<file path="config.mk">
export PLATFORM = sky130hd
export DESIGN_NAME = split_join_ctrl
export DESIGN_NICKNAME = d
export VERILOG_FILES = /design/src/rtl/split_join_pkg.sv /design/src/rtl/split_join_perf.sv /design/src/rtl/split_join_ctrl.sv
export SDC_FILE = /design/constraint.sdc
export NUM_CORES = 1
export LEC_CHECK = 0
export BUFFER_PORTS_ARGS = -buffer_cell sky130_fd_sc_hd__buf_2
export CAP_MARGIN = 15
export CORE_MARGIN = 5
export CORE_UTILIZATION = 45
export CTS_BUF_LIST = sky130_fd_sc_hd__clkbuf_2
export DETAILED_ROUTE_END_ITERATION = 10
export PLACE_DENSITY = 0.91
export SETUP_SLACK_MARGIN = 0.2
export SYNTH_ARGS = -nofsm -noshare
export SYNTH_HDL_FRONTEND = slang
export SYNTH_HIERARCHICAL = 1
export SYNTH_SLANG_ARGS = --single-unit
</file>
<file path="constraint.sdc">
create_clock -name clk_i -period 2.7 [get_ports clk_i]
set_input_delay 0.135 -clock clk_i [delete_from_list [all_inputs] [get_ports clk_i]]
set_output_delay 0.135 -clock clk_i [all_outputs]
set_load 0.05 [all_outputs]
</file>
<file path="src/rtl/split_join_pkg.sv">
// Shared types for the per-warp split/join divergence controller:
// IPDOM stack entry layout, controller states and the divergence test.
package split_join_pkg;

  localparam int unsigned SJ_NUM_THREADS = 4;
  localparam int unsigned SJ_PC_W        = 32;

  typedef struct packed {
    logic [SJ_PC_W-1:0]        pc;
    logic [SJ_NUM_THREADS-1:0] tmask;
  } ipdom_entry_t;

  typedef enum logic [2:0] {
    IDLE     = 3'd0,
    SPLIT    = 3'd1,
    JRD      = 3'd2,
    JPOP     = 3'd3,
    JRSP_ERR = 3'd4
  } sj_state_e;

  // Masks are zero-extended to 64 bits so one helper serves any warp width.
  function automatic logic is_divergent(input logic [63:0] taken_m, input logic [63:0] else_m);
    return (taken_m != 64'd0) && (else_m != 64'd0);
  endfunction

endpackage

</file>
<file path="src/rtl/split_join_perf.sv">
// Saturating divergence statistics: divergent splits pushed and peak
// outstanding pair depth (pair push +1, else-entry pop -1).
module split_join_perf (
  input  logic        clk_i,
  input  logic        rst_ni,
  input  logic        pair_push_i,
  input  logic        else_pop_i,
  output logic [31:0] perf_div_splits_o,
  output logic [31:0] perf_max_depth_o
);

  logic [31:0] div_q, div_d;
  logic [31:0] depth_q, depth_d;
  logic [31:0] max_q, max_d;

  // Next-value logic for the three saturating counters.
  always_comb begin
    div_d   = div_q;
    depth_d = depth_q;
    max_d   = max_q;
    if (pair_push_i && (div_q != 32'hFFFF_FFFF)) begin
      div_d = div_q + 32'd1;
    end else begin
      div_d = div_q;
    end
    if (pair_push_i && !else_pop_i && (depth_q != 32'hFFFF_FFFF)) begin
      depth_d = depth_q + 32'd1;
    end else if (else_pop_i && !pair_push_i && (depth_q != 32'd0)) begin
      depth_d = depth_q - 32'd1;
    end else begin
      depth_d = depth_q;
    end
    if (depth_d > max_q) begin
      max_d = depth_d;
    end else begin
      max_d = max_q;
    end
  end

  // Counter registers.
  always_ff @(posedge clk_i or negedge rst_ni) begin
    if (!rst_ni) begin
      div_q   <= 32'd0;
      depth_q <= 32'd0;
      max_q   <= 32'd0;
    end else begin
      div_q   <= div_d;
      depth_q <= depth_d;
      max_q   <= max_d;
    end
  end

  assign perf_div_splits_o = div_q;
  assign perf_max_depth_o  = max_q;

endmodule

</file>
<file path="src/rtl/split_join_ctrl.sv">
// Per-warp divergence controller issuing IPDOM stack push/pop for split and
// join requests. Optional perf counters enabled by macro SPLIT_JOIN_PERF_EN.
module split_join_ctrl
  import split_join_pkg::*;
#(
  parameter  int NUM_THREADS = 4,
  parameter  int PC_W        = 32,
  localparam int STACK_W     = PC_W + NUM_THREADS
) (
  input  logic                   clk_i,
  input  logic                   rst_ni,
  input  logic                   req_valid_i,
  output logic                   req_ready_o,
  input  logic                   req_is_join_i,
  input  logic [NUM_THREADS-1:0] req_tmask_i,
  input  logic [NUM_THREADS-1:0] req_taken_i,
  input  logic [PC_W-1:0]        req_else_pc_i,
  output logic                   resp_valid_o,
  output logic [NUM_THREADS-1:0] resp_tmask_o,
  output logic                   resp_pc_valid_o,
  output logic [PC_W-1:0]        resp_pc_o,
  output logic                   stk_push_o,
  output logic                   stk_pop_o,
  output logic                   stk_pair_o,
  output logic [STACK_W-1:0]     stk_q1_o,
  output logic [STACK_W-1:0]     stk_q2_o,
  input  logic [STACK_W-1:0]     stk_d_i,
  input  logic                   stk_index_i,
  input  logic                   stk_empty_i,
  input  logic                   stk_full_i,
  output logic                   err_overflow_o,
  output logic                   err_underflow_o
`ifdef SPLIT_JOIN_PERF_EN
  ,
  output logic [31:0]            perf_div_splits_o,
  output logic [31:0]            perf_max_depth_o
`endif
);

  sj_state_e              state_q, state_d;
  logic [NUM_THREADS-1:0] tmask_q, tmask_d;
  logic [NUM_THREADS-1:0] taken_q, taken_d;
  logic [PC_W-1:0]        else_pc_q, else_pc_d;
  logic                   err_ovf_q, err_ovf_d;
  logic                   err_unf_q, err_unf_d;

  logic [NUM_THREADS-1:0] taken_m;
  logic [NUM_THREADS-1:0] else_m;
  logic                   divergent;

  assign taken_m   = tmask_q & taken_q;
  assign else_m    = tmask_q & ~taken_q;
  assign divergent = is_divergent(64'(taken_m), 64'(else_m));

  // Next-state, request capture and stack/response decode.
  always_comb begin
    state_d         = state_q;
    tmask_d         = tmask_q;
    taken_d         = taken_q;
    else_pc_d       = else_pc_q;
    err_ovf_d       = err_ovf_q;
    err_unf_d       = err_unf_q;
    req_ready_o     = 1'b0;
    resp_valid_o    = 1'b0;
    resp_tmask_o    = {NUM_THREADS{1'b0}};
    resp_pc_valid_o = 1'b0;
    resp_pc_o       = {PC_W{1'b0}};
    stk_push_o      = 1'b0;
    stk_pop_o       = 1'b0;
    stk_pair_o      = 1'b0;
    stk_q1_o        = {STACK_W{1'b0}};
    stk_q2_o        = {STACK_W{1'b0}};
    case (state_q)
      IDLE: begin
        req_ready_o = 1'b1;
        if (req_valid_i) begin
          tmask_d   = req_tmask_i;
          taken_d   = req_taken_i;
          else_pc_d = req_else_pc_i;
          state_d   = req_is_join_i ? JRD : SPLIT;
        end else begin
          state_d = IDLE;
        end
      end
      SPLIT: begin
        resp_valid_o = 1'b1;
        if (divergent && !stk_full_i) begin
          stk_push_o   = 1'b1;
          stk_pair_o   = 1'b1;
          stk_q1_o     = {{PC_W{1'b0}}, tmask_q};
          stk_q2_o     = {else_pc_q, else_m};
          resp_tmask_o = taken_m;
        end else if (divergent) begin
          err_ovf_d    = 1'b1;
          resp_tmask_o = tmask_q;
        end else begin
          resp_tmask_o = (taken_m != {NUM_THREADS{1'b0}}) ? taken_m : tmask_q;
        end
        state_d = IDLE;
      end
      // Stack read data is only trusted one cycle after the join is accepted.
      JRD: begin
        if (stk_empty_i) begin
          err_unf_d = 1'b1;
          state_d   = JRSP_ERR;
        end else begin
          state_d = JPOP;
        end
      end
      JPOP: begin
        stk_pop_o    = 1'b1;
        resp_valid_o = 1'b1;
        resp_tmask_o = stk_d_i[NUM_THREADS-1:0];
        if (!stk_index_i) begin
          resp_pc_valid_o = 1'b1;
          resp_pc_o       = stk_d_i[STACK_W-1:NUM_THREADS];
        end else begin
          resp_pc_valid_o = 1'b0;
        end
        state_d = IDLE;
      end
      JRSP_ERR: begin
        resp_valid_o = 1'b1;
        resp_tmask_o = tmask_q;
        state_d      = IDLE;
      end
      default: begin
        state_d = IDLE;
      end
    endcase
  end

  // State, captured request and sticky error registers.
  always_ff @(posedge clk_i or negedge rst_ni) begin
    if (!rst_ni) begin
      state_q   <= IDLE;
      tmask_q   <= {NUM_THREADS{1'b0}};
      taken_q   <= {NUM_THREADS{1'b0}};
      else_pc_q <= {PC_W{1'b0}};
      err_ovf_q <= 1'b0;
      err_unf_q <= 1'b0;
    end else begin
      state_q   <= state_d;
      tmask_q   <= tmask_d;
      taken_q   <= taken_d;
      else_pc_q <= else_pc_d;
      err_ovf_q <= err_ovf_d;
      err_unf_q <= err_unf_d;
    end
  end

  assign err_overflow_o  = err_ovf_q;
  assign err_underflow_o = err_unf_q;

`ifdef SPLIT_JOIN_PERF_EN
  split_join_perf u_perf (
    .clk_i             (clk_i),
    .rst_ni            (rst_ni),
    .pair_push_i       (stk_push_o & stk_pair_o),
    .else_pop_i        (stk_pop_o & ~stk_index_i),
    .perf_div_splits_o (perf_div_splits_o),
    .perf_max_depth_o  (perf_max_depth_o)
  );
`endif

endmodule

</file>
### Yosys cells after proc, flatten, opt, wreduce, memory -nomap -nowiden

Cells that the tools add are included.

* bits in registers: 45
* input bits: 83
* word-level logic and storage cells: 45

* equality and inequality tests: 4
* muxes and demuxes: 21
* bitwise gates (word level): 4
* reductions and logical operators: 10

Operators with widths (number)
* $mux W36: 2
* $mux W32: 2
* $mux W4: 5
* $pmux W4 S3: 1
* $and A4 B4 Y4: 2
* $reduce_bool A4 Y1: 2
* $mux W1: 7
* $eq A3 B2 Y1 const B: 2
* $pmux W3 S2: 1
* $mux W2: 2
* $not A4 Y4: 1
* $reduce_and A2 Y1: 2
* $eq A3 B1 Y1 const B: 1
* $eq A3 B3 Y1 const B: 1
* $logic_not A3 Y1: 1
* $mux W3: 1
* $reduce_and A3 Y1: 1
* $reduce_or A3 Y1: 1
* $logic_and A1 B1 Y1: 2
* $logic_not A1 Y1: 1
* $not A1 Y1: 1

### Depth between registers and ports, before layout

Gate-level depths: netlist (run 1).

* depth in word-level cells: 7
* gate-level depth with buffers: 6

### Worst setup path after synthesis (run 1)

No wires, ideal clock.

* kind: register to output
* start: register state_q[0]
* end: output stk_q2_o[0]
* data arrival time: 2.216 ns
* slack: 0.349 ns
* cell stages (with the launch flop): 4
* path through: dfrtp_1 > nor2b_1 > nand2b_1 > nor4_1

* word-level cells in the longest chain between the ends: 2

Ends and longest elaborated chain
* start: declaration: line split_join_ctrl.sv:40 `sj_state_e state_q, state_d;`
* start signal: assignment: line split_join_ctrl.sv:143 `state_q <= state_d;`
* $eq A3 B1 Y1: line split_join_ctrl.sv:73 `case (state_q)`
* $mux W36: line split_join_ctrl.sv:73
* end: declaration: line split_join_ctrl.sv:26 `output logic [STACK_W-1:0] stk_q2_o,`

Every way passes these cells.

### Worst setup path after layout (run 1)

* start: register taken_q[1]
* end: output stk_q2_o[9]

* word-level cells in the longest chain between the ends: 7
* elaborated cells between the ends (all ways): 9
* classes of those cells: 2 x mux; 3 x bitwise; 4 x reduce/logical

Ends and longest elaborated chain
* start: declaration: line split_join_ctrl.sv:42 `logic [NUM_THREADS-1:0] taken_q, taken_d;`
* start signal: assignment: line split_join_ctrl.sv:138 `taken_q <= {NUM_THREADS{1'b0}};`
* start signal: assignment: line split_join_ctrl.sv:145 `taken_q <= taken_d;`
* $not A4 Y4: line split_join_ctrl.sv:52 `assign else_m = tmask_q & ~taken_q;`
* $and A4 B4 Y4: line split_join_ctrl.sv:52
* $reduce_bool A4 Y1: line split_join_pkg.sv:23 `return (taken_m != 64'd0) && (else_m != 64'd0);`
* $logic_and A1 B1 Y1 (*): line split_join_pkg.sv:23
* $logic_and A1 B1 Y1 (*): line split_join_ctrl.sv:87 `if (divergent && !stk_full_i) begin`
* $mux W36 (*): line split_join_ctrl.sv:87
* $mux W36 (*): line split_join_ctrl.sv:73

Mark *: on every way between the ends. The rest lies on a longest branch, timed or not.

==> impl_results.md, run 1 <==
* Final HPWL DP at 5910 um
* Die Height at 86.9 um
* Worst clock skew at 0.0153 ns
* Clk root buf: clkbuf_2
* Cell Pwr Density at 633 nW/um^2
* Main combinational cell family by area after synthesis: simple AND/OR/NAND/NOR gates
* Worst-path clk slew at 0.23 ns
* Synthesized instance count at 244
* Starting DRT DRC Count at 106
* Final hold vios at 0
* M1 WL at 3050 um
* Crit start category: register
* Cell Area, Synth at 2660 sq um
* Minimum clock period after layout at 2.39 ns
* GRT Residual Overflow at 0
* Post-place setup slack at 0.560 ns
* Crit path kind: register to output pin
* Met2 wire len at 4400 um
* Final wirelength at 8620 um
* Tcrit/Tclk final at 88.6%
* Req. time, crit path at 2.57 ns
* Max frequency at 418 MHz
* Fin nets at 540
* Peak supply drop at 0.454 mV
* Initial antenna violation count at 0
* DRC at 0
* Post-Synth Adder-Cell Area at 0%
* Met3 WL at 1010 um
* Sw frac at 44.1%
* Unrepaired setup endpoints after global routing: yes
* Yosys cell types at 31
* Slew HR at 33.9%
* Least-Margin Pin Slew at 0.991 ns
* GRT Resource Usage Total at 21.5%
* Synth warnings at 6
* Net switching power at 1.13 mW
* PortBufs at 166
* Chip Width at 86.9 um
* Largest net degree at the start of global routing at 46
* Seq/Total Area, Yosys at 42.3%
* H-tree Lvls at 2
* TritonCTS buffer count at 5
* Number of global-route vias before repair at 2,586
* Clock Path Buffers at 2
* Synthesis-stage register bit count at 45
* CTS tree: yes
* Hold Path Class: primary input to register
* First-pass DRT Iterations at 4
* CP Capture Type: output pin
* Clock power frac at 10.8%
* Die ar. at 7550 sq um
* First-pass GRT wire length at 12,800 um
* Post-route cell area at 4050 sq um
* Fin Setup TNS at 0 ns
* Max Cap Violations at 0
* Fraction of layout cells with a size suffix above 1 at 41.3%
* DR top layer: met4
* Row count at 28
* Detailed-route via count at 2,528
* Worst endpoint data arrival time at 2.26 ns
* Fin. max-slew vios at 0
* XOR/XNOR share of the synthesized area at 0%
* Clock latency on the worst-skew pair at 0.40 ns
* Seq pwr share at 42.2%
* Status: finished clean
* Layout Area Growth over Synthesis at 52.1%
* Post-placement cell count at 475
* Via density at 4.73
* Commonest non-fill, non-tap cell in the layout: buf_2
* Complex-gate fraction of the synthesized area at 4.89%
* Static Leak at 2.14 nW
* WL per Instance at 16.1 um
* Final Total Pwr at 2.56 mW
* Core Footprint at 5850 sq um
* P_int at 1.43 mW
* Most frequent cells in the layout: buf_2, and2_1, dlygate4sd3_1, dfrtp_1, mux2_1
* Starting density of the core at 45.5%
* Gp weighted congestion at 0.846
* Final WS setup at 0.309 ns
* Comb power frac at 46.9%
* Multiplexer area fraction after synthesis at 16.9%
* Routed Antenna Nets at 0
* # IOs at 199
* Placement Cell Area at 3410 sq um
* Synth Area in Simple Gates at 23.5%
* Post-Syn Area per Cell at 10.9 sq um
* Final setup vio count at 0
* Max Fanout on Critical Path at 15
* Finished Layout Cells at 534
* CTS sink count at 45
==> power by group through the flow <==
stage | Clock [mW] | Sequential [mW] | Combinational [mW]
after floorplan | 0 | 1.03 | 0.874
after global placement | 0 | 1.06 | 1.03
after detailed placement | 0 | 1.08 | 1.06
after CTS | 0.296 | 1.07 | 1.11
after global routing | 0.320 | 1.12 | 1.29
final | 0.277 | 1.08 | 1.20
==> metal layers <==
layer  vias up  track usage (%)
met1      1202             23.9
met3        14             8.14
met2       133             37.7
met4         0             7.37
li1       1179                -
met5         -                0
==> sequential cells by signal (all words and copies together) (netlist names) <==
register         count
else_pc_q           32
taken_q              4
tmask_q              4
state_q              3
err_overflow_o       1
err_underflow_o      1
==> worst max-delay path, cell delays in order, from the launching register on <==
cell	delay (ns)
dfrtp_1	0.48
nand2b_2	0.21
and4_4	0.20
nor4_4	0.25
buf_4	0.18
buf_6	0.15
and2_1	0.15
clkbuf_4	0.23
==> timing repair <==
item	in CTS	in global routing
hold buffers	45	0
hold endpoints to repair	87	0
buffers inserted	0	4
gates cloned	0	1
endpoints found under the setup margin	33	69
gates resized for setup	1	62
pin swaps	0	1
==> path summary, 6_finish.rpt <==
check	from	end	slack [ns]	cells past startpoint
max	taken_q[1]	stk_q2_o[9]	0.31	7
min	stk_full_i	err_overflow_o	0.07	3
max reg2reg	state_q[1]	state_q[1]	0.67	4
min reg2reg	err_underflow_o	err_underflow_o	0.50	1
max in group asynchronous	rst_ni	tmask_q[3]	1.63	2
min in group asynchronous	rst_ni	else_pc_q[7]	0.41	2
==> cell usage after synthesis, drive strengths merged <==
library cell / count / share of area [%]
nand3b: 1 / 0.28
clkbuf: 2 / 0.28
nor2: 1 / 0.14
nor3b: 1 / 0.28
o311ai: 4 / 1.3
conb: 1 / 0.14
a22o: 1 / 0.33
inv: 2 / 0.28
dfrtp: 45 / 42
buf: 42 / 12
and2b: 1 / 0.28
nor3: 2 / 0.38
a41oi: 1 / 0.33
and3: 1 / 0.24
nor2b: 2 / 0.47
a221oi: 1 / 0.99
nand2b: 7 / 1.7
nor4: 5 / 1.7
and4: 1 / 0.42
and2: 70 / 16
o41ai: 1 / 0.33
or2: 2 / 0.47
nand2: 4 / 0.56
a22oi: 4 / 1.1
mux2: 40 / 17
a21boi: 1 / 0.28
o21ai: 1 / 0.19
==> per-stage QoR <==
step	hold WS [ns]	util (%)
final	0.0720	69.2
after global routing	0.0320	69.1
after CTS	0.0337	66.7
after detailed placement	0.355	58.3
after global placement	0.347	58.3
after floorplan	-0.161	-
==> final cells by class <==
cell class                 count  area, sq um
inverter                       2         7.51
fill                         427         1800
multi-input combinational    184         1330
antenna                        1         2.50
tap                           75         93.8
sequential                    45         1130
timing repair buffer         219         1440
clock buffer                   5         25.0
clock inverter                 3         16.3
==> cells by family after synthesis <==
group           Yosys count
compound gates           14
buf+inv                  46
flops                    45
mux                      40
other cells               1
simple gates             98
Power figures use the tool's default switching activity.
==> run 2: changes to the inputs <==
==> config.mk (replaced) <==
export PLATFORM = sky130hd
export DESIGN_NAME = split_join_ctrl
export DESIGN_NICKNAME = d
export VERILOG_FILES = /design/src/rtl/split_join_pkg.sv /design/src/rtl/split_join_perf.sv /design/src/rtl/split_join_ctrl.sv
export SDC_FILE = /design/constraint.sdc
export NUM_CORES = 1
export LEC_CHECK = 0
export CAP_MARGIN = 15
export CORE_MARGIN = 5
export CORE_UTILIZATION = 55
export CTS_BUF_LIST = sky130_fd_sc_hd__clkbuf_2
export DETAILED_ROUTE_END_ITERATION = 10
export DONT_BUFFER_PORTS = 1
export PLACE_DENSITY = 0.73
export REMOVE_ABC_BUFFERS = 1
export SETUP_SLACK_MARGIN = 0.2
export SYNTH_ARGS = -nofsm -noshare
export SYNTH_HDL_FRONTEND = slang
export SYNTH_SLANG_ARGS = --single-unit
==> impl_results.md, run 2 <==
* Status: finished clean
* WHS Path Cells at 3
* Die Height at 79.6 um
* Reg2reg setup slack at 0.59 ns
* PortBufs at 0
* Core Footprint at 4720 sq um
* Clock power frac at 13.9%
* Post-Synth Adder-Cell Area at 0%
* Least-Margin Pin Slew at 0.858 ns
* Fin nets at 448
* GRT Residual Overflow at 0
* Clk root buf: clkbuf_2
* Final HPWL DP at 6100 um
* Detailed-route via count at 2,250
* XOR/XNOR share of the synthesized area at 0%
* Post-Syn Area per Cell at 10.9 sq um
* Cell Area, Synth at 2660 sq um
* Ys flop type: dfrtp_1
* GR Util met2 at 52.3%
* Ys async rst share at 100%
* Layout Area Growth over Synthesis at 57.1%
* Peak supply drop at 0.539 mV
* Die ar. at 6330 sq um
* Met1 usage at 26.8%
* Seq/Total Area, Yosys at 42.3%
* GRT Resource Usage Total at 27.9%
* Worst endpoint data arrival time at 2.27 ns
* DRC at 0
* Worst R2R End: state_q[1]
* Synthesis-stage register bit count at 45
* CTS tree: yes
* Via density at 5.17
* # IOs at 199
* Clock latency on the worst-skew pair at 0.41 ns
* Clock Path Buffers at 2
* Static Leak at 1.89 nW
* Unrepaired setup endpoints after global routing: yes
* Row count at 25
* Commonest non-fill, non-tap cell in the layout: and2_1
* Seq pwr share at 41.0%
* Final setup vio count at 0
* Starting density of the core at 56.3%
* Worst R2R Path Depth at 4
* Most frequent cells in the layout: and2_1, dlygate4sd3_1, buf_4, dfrtp_1, mux2_1
* Tcrit/Tclk final at 89.2%
* Post-synth top area share at 42.3%
* Count leader, synth: and2_1
* Req. time, crit path at 2.57 ns
* Post-synth EDFFs at 0
* Final hold vios at 0
* Complex-gate fraction of the synthesized area at 4.89%
* Chip Width at 79.6 um
* Minimum clock period after layout at 2.41 ns
* Sw frac at 43.2%
* Starting DRT DRC Count at 107
* Net switching power at 1.16 mW
* Max Cap Violations at 0
* Multiplexer area fraction after synthesis at 16.9%
* First-pass DRT Iterations at 4
* Max frequency at 415 MHz
* H-tree Lvls at 2
* Synthesized instance count at 244
* Final wirelength at 8970 um
* Main area contributors after synthesis: dfrtp_1, mux2_1, and2_1
* Crit start category: register
* Commonest cells in the netlist: and2_1, dfrtp_1, mux2_1
* Biggest register: else_pc_q
* RR Startpoint: state_q[1]
* Routed Antenna Nets at 0
* Slew HR at 42.5%
* Min-delay src: req_valid_i
* Crit path kind: register to output pin
* Final Total Pwr at 2.69 mW
* First-pass GRT wire length at 13,200 um
* Yosys cell types at 31
* Initial antenna violation count at 2
* TritonCTS buffer count at 5
* Filler instances at 203
* WHS Endpoint: state_q[0]
* Post-synth top area cell: dfrtp_1
* Number of global-route vias before repair at 2,370
* Cell Pwr Density at 642 nW/um^2
* Comb power frac at 45.1%
* Gr busiest metal: met2
* Largest net degree at the start of global routing at 46
* CP Capture Type: output pin
* Synth Area in Simple Gates at 23.5%
* Synth warnings at 0
* Worst-path clk slew at 0.23 ns
* Largest register FFs at 32
* CTS sink count at 45
* Worst clock skew at 0.0211 ns
* WL per Instance at 20.6 um
* Hold Path Class: primary input to register
* Global Route met3 Usage at 9.14%
* Gp weighted congestion at 0.752
* Max Fanout on Critical Path at 37
* Top Registers: else_pc_q: 32 flops, taken_q: 4 flops, tmask_q: 4 flops
* P_int at 1.52 mW
* Hold_ws at 0.0521 ns
* Fin. max-slew vios at 0
* Fraction of layout cells with a size suffix above 1 at 29.0%
* Main combinational cell family by area after synthesis: simple AND/OR/NAND/NOR gates
-- run 2: power by group through the flow --
stage,Combinational [mW],Sequential (mW),Clock (mW)
6_report,1.21,1.10,0.373
3_5_place_dp,1.05,1.09,0
2_1_floorplan,0.821,1.03,0
5_1_grt,1.28,1.14,0.402
3_3_place_gp,1.02,1.07,0
4_1_cts,1.17,1.08,0.375
-- run 2: what timing repair did --
| item | in CTS | in global routing |
|---|---|---|
| endpoints found under the setup margin | 67 | 69 |
| buffers inserted | 3 | 0 |
| resized for setup | 1 | 9 |
| hold endpoints to repair | 90 | 0 |
| hold buffers | 47 | 0 |
-- run 2: area by class of cell --
cell class	instances	area (sq um)	area share, %
Tap cell	67	83.8	2.01
Clock inverter	2	33.8	0.808
Multi-Input combinational cell	184	1370	32.8
Timing Repair Buffer	127	1520	36.4
Inverter	2	7.51	0.180
Antenna cell	2	5.00	0.120
Clock buffer	6	30.0	0.718
Sequential cell	45	1130	27.0
-- run 2: kinds of logic after synthesis --
logic type	count (synthesis)
muxes	40
DFF	45
other	1
AOI/OAI and AO/OA	14
and+or+nand+nor	98
buffers and inverters	46
-- run 2: per-layer routing --
metal | vias up | routed length, um
li1 | 995 | -
met1 | 1055 | 2880
met2 | 162 | 4660
met3 | 38 | 928
met4 | 0 | 497
met5 | - | 0
-- run 2: worst max-delay path, cell delays in order (launching register included) --
cell and delay [ns]:
dfrtp_2 0.49, nand2b_2 0.23, and4_4 0.21, nor4_4 0.30, buf_12 0.23, and2_1 0.19
buf_4 0.21
-- run 2: how the worst max path moves through the flow --
stage / endpoint / from / slack [ns] / cells after the start
finish: stk_q2_o[10] / taken_q[1] / 0.29 / 6
global route: stk_q2_o[10] / taken_q[1] / 0.19 / 6
CTS: stk_q2_o[13] / state_q[0] / 0.21 / 6
detailed placement: resp_pc_o[23] / state_q[0] / 0.61 / 5
global placement: stk_q2_o[8] / tmask_q[2] / 0.70 / 6
floorplan: else_pc_q[0] / state_q[1] / -1.25 / 3
-- run 2: per-stage QoR --
step / instances / setup slack [ns] / util, % / setup TNS (ns) / area (sq um)
2_1_floorplan: 231 / -1.25 / - / -64.38 / 2460
3_3_place_gp: 375 / 0.699 / 75.7 / 0 / 3580
3_5_place_dp: 375 / 0.609 / 75.7 / 0 / 3580
4_1_cts: 433 / 0.210 / 87.9 / 0 / 4150
5_1_grt: 434 / 0.195 / 88.5 / 0 / 4180
6_report: 435 / 0.292 / 88.5 / 0 / 4180
